--- src/rtl/sys_feeder.sv ---
// Edge feeder and job sequencer for an N x N multiply-accumulate systolic array.
// It accepts one operand slice per handshake, skews lane i by i cycles and pulses done once every PE result is final.
module sys_feeder #(
  parameter int N  = 4,
  parameter int DW = 32,
  parameter int KW = 8
) (
  input  logic            clk,
  input  logic            rst,
  input  logic            start,
  input  logic [KW-1:0]   k_len,
  output logic            busy,
  output logic            done,
  output logic            array_clr,
  input  logic [N*DW-1:0] a_vec,
  input  logic [N*DW-1:0] b_vec,
  input  logic            in_valid,
  output logic            in_ready,
  output logic [N*DW-1:0] left_out,
  output logic [N*DW-1:0] up_out
);

  localparam int DCW = $clog2(2 * N + 1);
  // Done is raised from count 2N-2 so that it is visible in the cycle where the count reaches 2N-1.
  localparam logic [DCW-1:0] DONE_ARM = DCW'(2 * N - 2);
  localparam logic [DCW-1:0] DONE_END = DCW'(2 * N - 1);

  typedef enum logic [1:0] {IDLE, CLEAR, STREAM, DRAIN} state_t;

  state_t          state;
  logic [KW-1:0]   k_lat;
  logic [KW-1:0]   slice_cnt;
  logic [DCW-1:0]  drain_cnt;
  logic            xfer;

  assign xfer = in_valid & in_ready;

  // NOTE: every register in this block uses <= so that each branch reads the pre-edge values of
  // state and the counters, whatever order the statements are written in.
  always_ff @(posedge clk) begin
    if (rst) begin
      state     <= IDLE;
      busy      <= 1'b0;
      done      <= 1'b0;
      array_clr <= 1'b0;
      in_ready  <= 1'b0;
      k_lat     <= '0;
      slice_cnt <= '0;
      drain_cnt <= '0;
    end else begin
      array_clr <= 1'b0;
      done      <= 1'b0;
      case (state)
        IDLE: begin
          if (start) begin
            k_lat     <= k_len;
            slice_cnt <= '0;
            busy      <= 1'b1;
            array_clr <= 1'b1;
            state     <= CLEAR;
          end
        end
        CLEAR: begin
          if (k_lat == '0) begin
            drain_cnt <= DONE_END;
            done      <= 1'b1;
            state     <= DRAIN;
          end else begin
            in_ready <= 1'b1;
            state    <= STREAM;
          end
        end
        STREAM: begin
          if (xfer) begin
            slice_cnt <= slice_cnt + 1'b1;
            if (slice_cnt == k_lat - 1'b1) begin
              in_ready  <= 1'b0;
              drain_cnt <= '0;
              state     <= DRAIN;
            end
          end
        end
        DRAIN: begin
          if (drain_cnt == DONE_END) begin
            busy      <= 1'b0;
            drain_cnt <= '0;
            state     <= IDLE;
          end else begin
            if (drain_cnt == DONE_ARM) done <= 1'b1;
            drain_cnt <= drain_cnt + 1'b1;
          end
        end
        default: state <= IDLE;
      endcase
    end
  end

  // Lane i is i+1 registers deep. Bubbles carry zeros, which add nothing to the accumulators.
  for (genvar i = 0; i < N; i++) begin : g_lane
    logic [DW-1:0] a_sr [i+1];
    logic [DW-1:0] b_sr [i+1];

    // NOTE: the skew chains are reset element by element; unlike a RAM they drive the array
    // directly, and stale operands after a reset would corrupt the next job.
    always_ff @(posedge clk) begin
      if (rst) begin
        for (int s = 0; s <= i; s++) begin
          a_sr[s] <= '0;
          b_sr[s] <= '0;
        end
      end else begin
        a_sr[0] <= xfer ? a_vec[i*DW +: DW] : '0;
        b_sr[0] <= xfer ? b_vec[i*DW +: DW] : '0;
        for (int s = 1; s <= i; s++) begin
          a_sr[s] <= a_sr[s-1];
          b_sr[s] <= b_sr[s-1];
        end
      end
    end

    assign left_out[i*DW +: DW] = a_sr[i];
    assign up_out[i*DW +: DW]   = b_sr[i];
  end

endmodule
--- config.mk ---
export PLATFORM = sky130hd
export DESIGN_NAME = sys_feeder
export DESIGN_NICKNAME = d
export VERILOG_FILES = /design/src/rtl/sys_feeder.sv
export SDC_FILE = /design/constraint.sdc
export NUM_CORES = 1
export LEC_CHECK = 0
export BUFFER_PORTS_ARGS = -buffer_cell sky130_fd_sc_hd__buf_4
export CAP_MARGIN = 10
export CORE_MARGIN = 2
export CORE_UTILIZATION = 34
export CTS_CLUSTER_SIZE = 24
export DETAILED_ROUTE_END_ITERATION = 10
export HOLD_SLACK_MARGIN = 0.03
export SETUP_SLACK_MARGIN = 0.15
export SYNTH_ARGS = -nofsm -noshare
export SYNTH_HDL_FRONTEND = slang
export SYNTH_SLANG_ARGS = --single-unit
--- constraint.sdc ---
create_clock -name clk -period 3 [get_ports clk]
set_input_delay 0.3 -clock clk [delete_from_list [all_inputs] [get_ports clk]]
set_output_delay 0.3 -clock clk [all_outputs]
set_load 0.02 [all_outputs]
==> out/metrics.cfg, run 1 <==
[timing]
hold_viol_final = 0
post-route-min-period_ns = 2.41
fin_ws_ns = 0.595
fmax_ghz = 0.416
setup_violations = 0
slew_violations = 0
skew_ns = 0.0181
post-route-period-util_pct = 80.2
hold_slack_ns = 0.111
setup_tns_ns = 0
tightest_slew_ns = 0.986
rsz0062_at_grt = false
slew_headroom_pct = 34.1

[cells_and_area]
drive_gt1_share_pct = 27.6
final.fill_count = 4867
fin_area_um2 = 28400
final_nets = 2612
syn2layout_area_growth_pct = 44.8

[floorplanning]
die_x_um = 244
io_pins = 528
die_y_um = 244
std_cell_rows = 87
design.core.area_um2 = 56700
die_area_um2 = 59600
start_util_pct = 34.5

[logic_synthesis]
yosys.area_share.simple_pct = 22.3
avgSynthCellArea_um2 = 11.7
synth.mux.area_fraction_pct = 0.102
syn_nets = 1947
synth_area_leader_cell = dfxtp_1
synthAdderAreaFrac_pct = 0.575
synth_top_family_by_area = simple AND/OR/NAND/NOR gates
yosys_warnings = 0
synth-edff-count = 0
yosysMostFrequentCell = dfxtp_1
synth_compound_area_share_pct = 1.41
synth_common_cells = dfxtp_1 (666), nor2b_1 (386), and2_1 (259)
synth_seq_cells = 666
synthCells = 1670
ys_types = 38
synthArstFlopShare_pct = 0
seq_area_frac_synth_pct = 68.1
synthTopCellsByArea = dfxtp_1 (68%), nor2b_1 (12%), and2_1 (8.3%), buf_4 (5.0%), clkbuf_1 (1.4%)
ys.flop_type = dfxtp_1
synth-xor-area-share_pct = 0.837
synth_area_um2 = 19600
synth.top_cell.area_share_pct = 68.1

[drt]
postRouteAntennaNets = 0
vias = 12500
vias_per_cell = 3.97
first_pass_iters = 4
wl_per_cell_um = 14.4
drt_iter0_markers = 354
drc_errors = 0
totalWireLength_um = 45500

[cts]
postCtsSetupBuffers = 0
clk_pin_slew_ns = 0.06
cts.sink_count = 666
clock_latency_ns = 0.60
cts_tree = done
cts_buffers = 72
ctsHoldBuffers = 264
cts_root_buffer = clkbuf_16
h-tree-depth = 3
cts.repair.resized = 0
cts_buffer_depth = 3

[power]
vdd_drop_max_mv = 0.452
power_density_nw_per_um2 = 700
p_leak_nw = 12.4

[flow_run]
drv_cap = 0

[worst_setup_path]
worstSetupPathType = flop to flop
cp.required_ns = 3.47
start_kind = flop
cp-end-kind = flop
crit_path_max_fanout = 5
arrival_ns = 2.87

[place]
gp_congestion = 0.834
port_buffers = 527
placed_cell_area_um2 = 23300
place_ws_ns = 0.638
hpwl_um = 29700

[global_routing]
grt-ovfl-total = 0
met1_usage_pct = 16.5
grt_pass1_vias = 13000
grt_max_degree = 183
busiest_layer = met2
use_met2_pct = 25.6
grt_usage_pct = 14.9
globalRouteMet3Util_pct = 5.52
grt_pass1_wl_um = 69900
antenna_found_initial = 15

[status]
status = complete, no violations

[min_path]
min_path_type = primary input to flop

path summary, 6_finish.rpt:
kind | startpoint | to | slack, ns | depth (start not counted)
max reg2reg | k_lat[0] | state[0] | 0.59 | 8
min | rst | slice_cnt[0] | 0.11 | 2
max | k_lat[0] | state[0] | 0.59 | 8
min reg2reg | g_lane[3].a_sr[1][14] | g_lane[3].a_sr[2][14] | 0.43 | 1
through the flow:
step / cells / util (%) / power (mW)
CTS: 3145 / 50.0 / 20.1
global route: 3151 / 50.0 / 20.7
global placement: 2753 / 41.2 / 11.0
detailed placement: 2753 / 41.2 / 11.1
finish: 3152 / 50.0 / 19.8
floorplan: 1670 / - / 10.5
cell type report:
type                    instances  area, um^2  area share, %
flip-flops and latches        666       13300           47.0
repair buffers                797        6700           23.6
multi-input cells             784        4950           17.5
clock buffers                  96        2020           7.13
well taps                     756         946           3.34
clock inverters                32         335           1.18
inverters                      14        52.6          0.185
diodes                          7        17.5         0.0618
cells in the final DEF, fill, tap and decap left out, types with 14 or more instances in the layout:
cell type / n
buf_4: 528
nand2_1: 27
clkbuf_16: 72
nor2_1: 17
dfxtp_1: 666
a21oi_1: 16
nor2b_1: 386
and2_1: 259
inv_1: 14
dlygate4sd3_1: 264
cells by family after synthesis:
group	Yosys count
mux	2
compound gates	42
simple gates	714
xor+xnor	17
fa+ha+maj	9
buf+inv	220
flops	666
state kept, by name, indices dropped and copies added, names as in the netlist:
name / flops
drain_cnt: 4
busy: 1
k_lat: 8
state: 2
g_lane.b_sr: 320
array_clr: 1
done: 1
in_ready: 1
slice_cnt: 8
g_lane.a_sr: 320
where the power goes:
group / switching (mW) / internal, mW
sequential: 0.144 / 9.21
combinational: 0.860 / 0.971
clock: 3.54 / 5.13
total: 4.54 / 15.3
critical path, cell delays in order, from the launching register on:
cell and delay (ns):
dfxtp_1 0.41, inv_1 0.10, ha_1 0.27, xnor2_1 0.15
a21o_2 0.21, o21ai_1 0.24, nand4_1 0.19, or4_1 0.54
nor3b_1 0.16
metal layers:
layer / vias to the layer above / share of wire (%)
met1: 5680 / 39
li1: 6311 / -
met3: 117 / 7.2
met2: 379 / 49
met5: - / 0.25
met4: 16 / 4.0
Note: power is estimated with default switching activity, not from simulation.
==> run 2: changes to the inputs <==
--- a/config.mk
+++ b/config.mk
@@ -5,6 +5,7 @@
 export SDC_FILE = /design/constraint.sdc
 export NUM_CORES = 1
 export LEC_CHECK = 0
+export ABC_AREA = 1
 export BUFFER_PORTS_ARGS = -buffer_cell sky130_fd_sc_hd__buf_4
 export CAP_MARGIN = 10
 export CORE_MARGIN = 2
==> constraint.sdc (replaced) <==
create_clock -name clk -period 2.5 [get_ports clk]
set_input_delay 0.25 -clock clk [delete_from_list [all_inputs] [get_ports clk]]
set_output_delay 0.25 -clock clk [all_outputs]
set_load 0.02 [all_outputs]
==> out/metrics.cfg, run 2 <==
[min_path]
min_path_type = primary input to flop  ; unchanged
hold_depth = 4  ; was 2
whs_endpoint = busy  ; was slice_cnt[0]
worstHoldStart = start  ; was rst

[logic_synthesis]
avgSynthCellArea_um2 = 8.68  ; was 11.7 um^2
ys.flop_type = dfxtp_1  ; unchanged
synth_top_family_by_area = buffers and inverters  ; was simple AND/OR/NAND/NOR gates
ys_types = 27  ; was 38
yosysMostFrequentCell = inv_1  ; was dfxtp_1
yosys_warnings = 0  ; unchanged
synth_compound_area_share_pct = 1.24  ; was 1.41%
yosys.area_share.simple_pct = 14.1  ; was 22.3%
synth_area_um2 = 20400  ; was 19600 um^2
syn_nets = 2629  ; was 1947
synth_area_leader_cell = dfxtp_1  ; unchanged
seq_area_frac_synth_pct = 65.3  ; was 68.1%
synth_common_cells = inv_1 (674), dfxtp_1 (666), nor2_1 (660)  ; was dfxtp_1 (666), nor2b_1 (386), and2_1 (259)
synth.mux.area_fraction_pct = 0  ; was 0.102%
synth-edff-count = 0  ; unchanged
synth.top_cell.area_share_pct = 65.3  ; was 68.1%
synthAdderAreaFrac_pct = 0.552  ; was 0.575%
synthTopCellsByArea = dfxtp_1 (65%), inv_1 (12%), nor2_1 (12%), buf_4 (4.7%), nand2_1 (0.92%)  ; was dfxtp_1 (68%), nor2b_1 (12%), and2_1 (8.3%), buf_4 (5.0%), clkbuf_1 (1.4%)
synthArstFlopShare_pct = 0  ; unchanged
synthCells = 2352  ; was 1670
synth_seq_cells = 666  ; unchanged
synth-xor-area-share_pct = 0.129  ; was 0.837%

[global_routing]
grt-ovfl-total = 0  ; unchanged
grt_pass1_vias = 14400  ; was 13000
grt_max_degree = 183  ; unchanged
grt_usage_pct = 15.1  ; was 14.9%
grt_pass1_wl_um = 75000  ; was 69900 um
antenna_found_initial = 6  ; was 15

[place]
port_buffers = 527  ; unchanged
gp_congestion = 0.838  ; was 0.834
hpwl_um = 31000  ; was 29700 um
place_ws_ns = 0.519  ; was 0.638 ns

[status]
status = complete, no violations  ; unchanged

[drt]
drt_iter0_markers = 429  ; was 354
totalWireLength_um = 47500  ; was 45500 um
postRouteAntennaNets = 0  ; unchanged
first_pass_iters = 4  ; unchanged
vias_per_cell = 3.81  ; was 3.97
drc_errors = 0  ; unchanged
wl_per_cell_um = 12.3  ; was 14.4 um
vias = 14700  ; was 12500

[cts]
cts_buffer_depth = 3  ; unchanged
cts.sink_count = 666  ; unchanged
clk_pin_slew_ns = 0.06  ; about the same
clock_latency_ns = 0.60  ; about the same
cts_tree = done  ; unchanged
cts.repair.resized = 0  ; unchanged
h-tree-depth = 3  ; unchanged
cts_root_buffer = clkbuf_16  ; unchanged
cts_buffers = 71  ; was 72

[timing]
slew_violations = 0  ; unchanged
post-route-period-util_pct = 79.4  ; was 80.2%
fmax_ghz = 0.504  ; was 0.416 GHz
fin_ws_ns = 0.515  ; was 0.595 ns
setup_tns_ns = 0  ; unchanged
skew_ns = 0.0224  ; was 0.0181 ns
rsz0062_at_grt = false  ; unchanged
tightest_slew_ns = 0.898  ; was 0.986 ns
hold_viol_final = 0  ; unchanged
slew_headroom_pct = 40.1  ; was 34.1%
setup_violations = 0  ; unchanged
post-route-min-period_ns = 1.99  ; was 2.41 ns

[worst_setup_path]
r2r_cells = 13  ; was 8
arrival_ns = 2.47  ; was 2.87 ns
start_kind = flop  ; unchanged
worstSetupPathType = flop to flop  ; unchanged
r2r_end = slice_cnt[6]  ; was state[0]
cp-end-kind = flop  ; unchanged
crit_start = state[0]  ; was k_lat[0]
r2r_slack_ns = 0.51  ; was 0.59 ns
crit_path_max_fanout = 7  ; was 5
worstReg2RegStart = state[0]  ; was k_lat[0]
cp.required_ns = 2.99  ; was 3.47 ns

[power]
p_int_mw = 18.4  ; was 15.3 mW
p_sw_share_pct = 23.8  ; was 22.9%
p_total_mw = 24.2  ; was 19.8 mW
p_leak_nw = 13.8  ; was 12.4 nW
combPwrFrac_pct = 10.4  ; was 9.2%
power_density_nw_per_um2 = 827  ; was 700 nW/um^2
vdd_drop_max_mv = 0.521  ; was 0.452 mV
seq_power_share_pct = 46.5  ; was 47.1%
p_sw_mw = 5.77  ; was 4.54 mW
power.share.clock_pct = 43.2  ; was 43.7%

[floorplanning]
die_area_um2 = 62000  ; was 59600 um^2
std_cell_rows = 89  ; was 87
design.core.area_um2 = 59200  ; was 56700 um^2
die_x_um = 249  ; was 244 um
io_pins = 528  ; unchanged
start_util_pct = 34.5  ; about the same
die_y_um = 249  ; was 244 um

[cells_and_area]
final_common_cell = inv_1  ; was dfxtp_1
syn2layout_area_growth_pct = 43.3  ; was 44.8%
final_nets = 3302  ; was 2612
final.fill_count = 5358  ; was 4867
mostFrequentLayoutCells = inv_1 (674), dfxtp_1 (666), nor2_1 (660)  ; was dfxtp_1 (666), buf_4 (528), nor2b_1 (386)
top_regs = g_lane.a_sr: 320 flops, g_lane.b_sr: 320 flops  ; unchanged
final_core_util_pct = 49.4  ; was 50.0%
num_antenna_cells = 0  ; was 7
drive_gt1_share_pct = 21.3  ; was 27.6%

[flow_run]
drv_cap = 0  ; unchanged

-- run 2: cell count changes after synthesis, sizes merged, moves of 23 or more --
cell    change
and2      -259
inv       +662
clkbuf     -26
nor2      +643
nor2b     -386
buf        +23
nand2      +27
-- run 2: cells by family (layout without fill, tap and decap cells) --
group           after synthesis  after routing
buf+inv                     879           1604
simple gates                746            746
flops                       666            666
compound gates               49             49
fa+ha+maj                     9              9
xor+xnor                      3              3
-- run 2: repair_timing --
item | 4_1_cts | 5_1_grt
hold buffers | 265 | 0
hold endpoints to repair | 291 | 0
setup buffers | 0 | 0
-- run 2: power by group through the flow --
stage | clock [mW] | sequential [mW] | combinational, mW
final | 10.4 | 11.2 | 2.50
after global routing | 11.2 | 11.3 | 2.81
after CTS | 10.8 | 11.2 | 2.52
after detailed placement | 0 | 11.5 | 2.16
after global placement | 0 | 11.5 | 2.13
after floorplan | 0 | 11.5 | 1.27
-- run 2: per-layer routing --
layer	track usage (%)	up-vias	wire, um
met5	0	-	76
li1	-	7700	-
met1	17.2	6438	19600
met4	5.30	12	1280
met2	26.5	401	23000
met3	4.95	102	3470
-- run 2: final cells by class --
type	count	area [um^2]	share of cell area (%)
well taps	773	967	3.31
repair buffers	803	6770	23.2
flip-flops and latches	666	13300	45.6
inverters	676	2540	8.68
clock buffers	98	1980	6.77
multi-input cells	807	3280	11.2
clock inverters	27	369	1.26
-- run 2: through the flow --
stage          std cells  hold WS, ns  area, um^2
6_report            3850        0.115       29200
5_1_grt             3850        0.112       29200
4_1_cts             3850       0.0759       29200
3_5_place_dp        3460        0.392       24200
3_3_place_gp        3460        0.388       24200
2_1_floorplan       2352        0.362       20400
-- run 2: critical path: stages (launching register included) --
cell and delay (ns):
dfxtp_1 0.34, inv_1 0.12, ha_1 0.36, inv_2 0.09
o21ai_1 0.15, nand2_2 0.10, inv_2 0.07, nand2_1 0.06
nor2_1 0.08, inv_1 0.08, nor3_2 0.16, nand2_1 0.09
o21ai_1 0.12, a21oi_1 0.05
-- run 2: how the worst max path moves through the flow --
stage | end | slack, ns | depth (start not counted)
floorplan | slice_cnt[6] | 0.79 | 14
CTS | slice_cnt[6] | 0.52 | 13
finish | slice_cnt[6] | 0.51 | 13
detailed placement | slice_cnt[6] | 0.52 | 13
global route | drain_cnt[3] | 0.31 | 14
global placement | slice_cnt[6] | 0.63 | 13
==> run 3: changes to the inputs <==
==> constraint.sdc (replaced) <==
create_clock -name clk -period 1.6 [get_ports clk]
set_input_delay 0.16 -clock clk [delete_from_list [all_inputs] [get_ports clk]]
set_output_delay 0.16 -clock clk [all_outputs]
set_load 0.02 [all_outputs]
==> out/metrics.cfg, run 3 (synthesized netlist as in run 2, its figures left out) <==
[timing]
rsz0062_at_grt = true  ; was false
fin_ws_ns = -0.254  ; was 0.515 ns
slew_headroom_pct = 71.6  ; was 40.1%
hold_slack_ns = 0.0590  ; was 0.115 ns
tightest_slew_ns = 0.427  ; was 0.898 ns
setup_tns_ns = -1.58  ; was 0 ns
skew_ns = 0.0154  ; was 0.0224 ns
hold_viol_final = 0  ; unchanged
setup_violations = 9  ; was 0
post-route-period-util_pct = 116  ; was 79.4%
slew_violations = 0  ; unchanged
fmax_ghz = 0.539  ; was 0.504 GHz
post-route-min-period_ns = 1.85  ; was 1.99 ns

[cts]
clk_pin_slew_ns = 0.06  ; about the same
cts_buffer_depth = 3  ; unchanged
clock_latency_ns = 0.60  ; about the same
cts_root_buffer = clkbuf_16  ; unchanged
cts_buffers = 70  ; was 71
cts_tree = done  ; unchanged
h-tree-depth = 3  ; unchanged
cts.sink_count = 666  ; unchanged

[power]
p_leak_nw = 14.2  ; was 13.8 nW
power_density_nw_per_um2 = 1280  ; was 827 nW/um^2
vdd_drop_max_mv = 0.957  ; was 0.521 mV

[drt]
first_pass_iters = 7  ; was 4
drt_iter0_markers = 693  ; was 429
postRouteAntennaNets = 0  ; unchanged
wl_per_cell_um = 12.6  ; was 12.3 um
totalWireLength_um = 49200  ; was 47500 um
vias = 15200  ; was 14700
vias_per_cell = 3.91  ; was 3.81
drc_errors = 0  ; unchanged

[cells_and_area]
fin_area_um2 = 29900  ; was 29200 um^2
final_common_cell = inv_1  ; unchanged
mostFrequentLayoutCells = inv_1 (667), dfxtp_1 (661), nor2_1 (656)  ; was inv_1 (674), dfxtp_1 (666), nor2_1 (660)
drive_gt1_share_pct = 23.2  ; was 21.3%
final.fill_count = 5248  ; was 5358
final_nets = 3348  ; was 3302
top_regs = g_lane.a_sr: 320 flops, g_lane.b_sr: 320 flops  ; unchanged
syn2layout_area_growth_pct = 46.5  ; was 43.3%

[worst_setup_path]
start_kind = flop  ; unchanged
crit_chain = inv_4 -> ha_4 -> inv_2 -> nand2_2 -> nand2_1 -> nand3_1 -> nor2_1 -> nand3_1 -> nor2_1 -> nand2_2 -> nand2_2 -> nand3_1 -> a21oi_2  ; was inv_1 -> ha_1 -> inv_2 -> o21ai_1 -> nand2_2 -> inv_2 -> nand2_1 -> nor2_1 -> inv_1 -> nor3_2 -> nand2_1 -> o21ai_1 -> a21oi_1
critPathSlowestCell = dfxtp_2  ; was ha_1
arrival_ns = 2.37  ; was 2.47 ns
cp.required_ns = 2.12  ; was 2.99 ns
worstSetupPathType = flop to flop  ; unchanged
slowest_delay_ns = 0.35  ; was 0.36 ns
crit_path_max_fanout = 5  ; was 7
cp-end-kind = flop  ; unchanged

[place]
placed_cell_area_um2 = 24500  ; was 24200 um^2
port_buffers = 527  ; unchanged
hpwl_um = 31900  ; was 31000 um
gp_congestion = 0.871  ; was 0.838

[floorplanning]
design.core.area_um2 = 59200  ; unchanged
start_util_pct = 34.5  ; unchanged
die_x_um = 249  ; unchanged
die_area_um2 = 62000  ; unchanged
die_y_um = 249  ; unchanged
std_cell_rows = 89  ; unchanged
io_pins = 528  ; unchanged

[flow_run]
drv_cap = 0  ; unchanged

[global_routing]
grt-ovfl-total = 0  ; unchanged
grt_pass1_wl_um = 78700  ; was 75000 um
grt_usage_pct = 15.7  ; was 15.1%
grt_max_degree = 94  ; was 183
antenna_found_initial = 5  ; was 6
grt_pass1_vias = 15700  ; was 14400

[status]
violations = setup timing
status = finished, violations left  ; was complete, no violations

[min_path]
min_path_type = primary input to flop  ; unchanged

## run 3: cell count changes in the layout (fill, tap and decap cells not counted), moves of 5 or more
cell and change:
inv_1 -7, clkbuf_8 +7, a21oi_2 +6, buf_4 +18
buf_12 +6, nand2_2 +9, dfxtp_1 -5, a21oi_1 -8
nand2_1 -11, dlygate4sd3_1 +19
## run 3: critical path, delay by kind of cell, from the launching register on
family,cells,cell delay (ns)
buffers and inverters,2,0.09
adders and majority gates,1,0.23
AOI/OAI and AO/OA,1,0.16
DFF,1,0.35
and+or+nand+nor,9,0.93
## run 3: per-stage QoR
step | setup slack, ns | power (mW) | instances | utilization, %
3_3_place_gp | -0.106 | 21.5 | 3475 | 41.4
2_1_floorplan | 0.00539 | 20.1 | 2352 | -
6_report | -0.254 | 38.4 | 3898 | 50.5
5_1_grt | -0.321 | 40.1 | 3896 | 50.5
4_1_cts | -0.0898 | 38.6 | 3893 | 50.3
3_5_place_dp | -0.200 | 21.6 | 3475 | 41.4
## run 3: worst paths after layout
kind | from | end | slack (ns) | cells after the start
worst max-delay path | k_lat[0] | drain_cnt[0] | -0.25 | 13
worst min-delay path | rst | g_lane[2].a_sr[0][94] | 0.06 | 3
worst max register to register | k_lat[0] | drain_cnt[0] | -0.25 | 13
worst min register to register | g_lane[2].b_sr[0][20] | g_lane[2].b_sr[0][52] | 0.39 | 2
## run 3: per-layer routing
| metal | up-vias | GRT usage (%) | part of all wire, % |
|---|---|---|---|
| met5 | - | 0 | 0.057 |
| met3 | 123 | 4.22 | 6.7 |
| met1 | 6864 | 17.2 | 40 |
| met4 | 4 | 7.87 | 3.8 |
| li1 | 7794 | - | - |
| met2 | 462 | 27.9 | 49 |
## run 3: cell type report
| type | instances | area [um^2] | area share, % |
|---|---|---|---|
| Clock inverter | 16 | 221 | 0.740 |
| Sequential cell | 666 | 13300 | 44.6 |
| Tap cell | 773 | 967 | 3.23 |
| Antenna cell | 3 | 7.51 | 0.0251 |
| Multi-Input combinational cell | 808 | 3480 | 11.6 |
| Inverter | 676 | 2550 | 8.52 |
| Timing Repair Buffer | 849 | 7250 | 24.3 |
| Clock buffer | 107 | 2080 | 6.97 |
## run 3: report_power, final
| part | internal, mW | switching, mW | total (mW) |
|---|---|---|---|
| registers | 17.3 | 0.333 | 17.6 |
| clock network | 9.66 | 6.41 | 16.1 |
| logic | 2.23 | 2.50 | 4.72 |
## run 3: what timing repair did
item	CTS	global route
gates resized for setup	20	30
buffers inserted	10	2
endpoints found under the hold margin	287	0
gates cloned	1	0
pin swaps	11	2
setup endpoints to repair	12	15
hold buffers	284	0
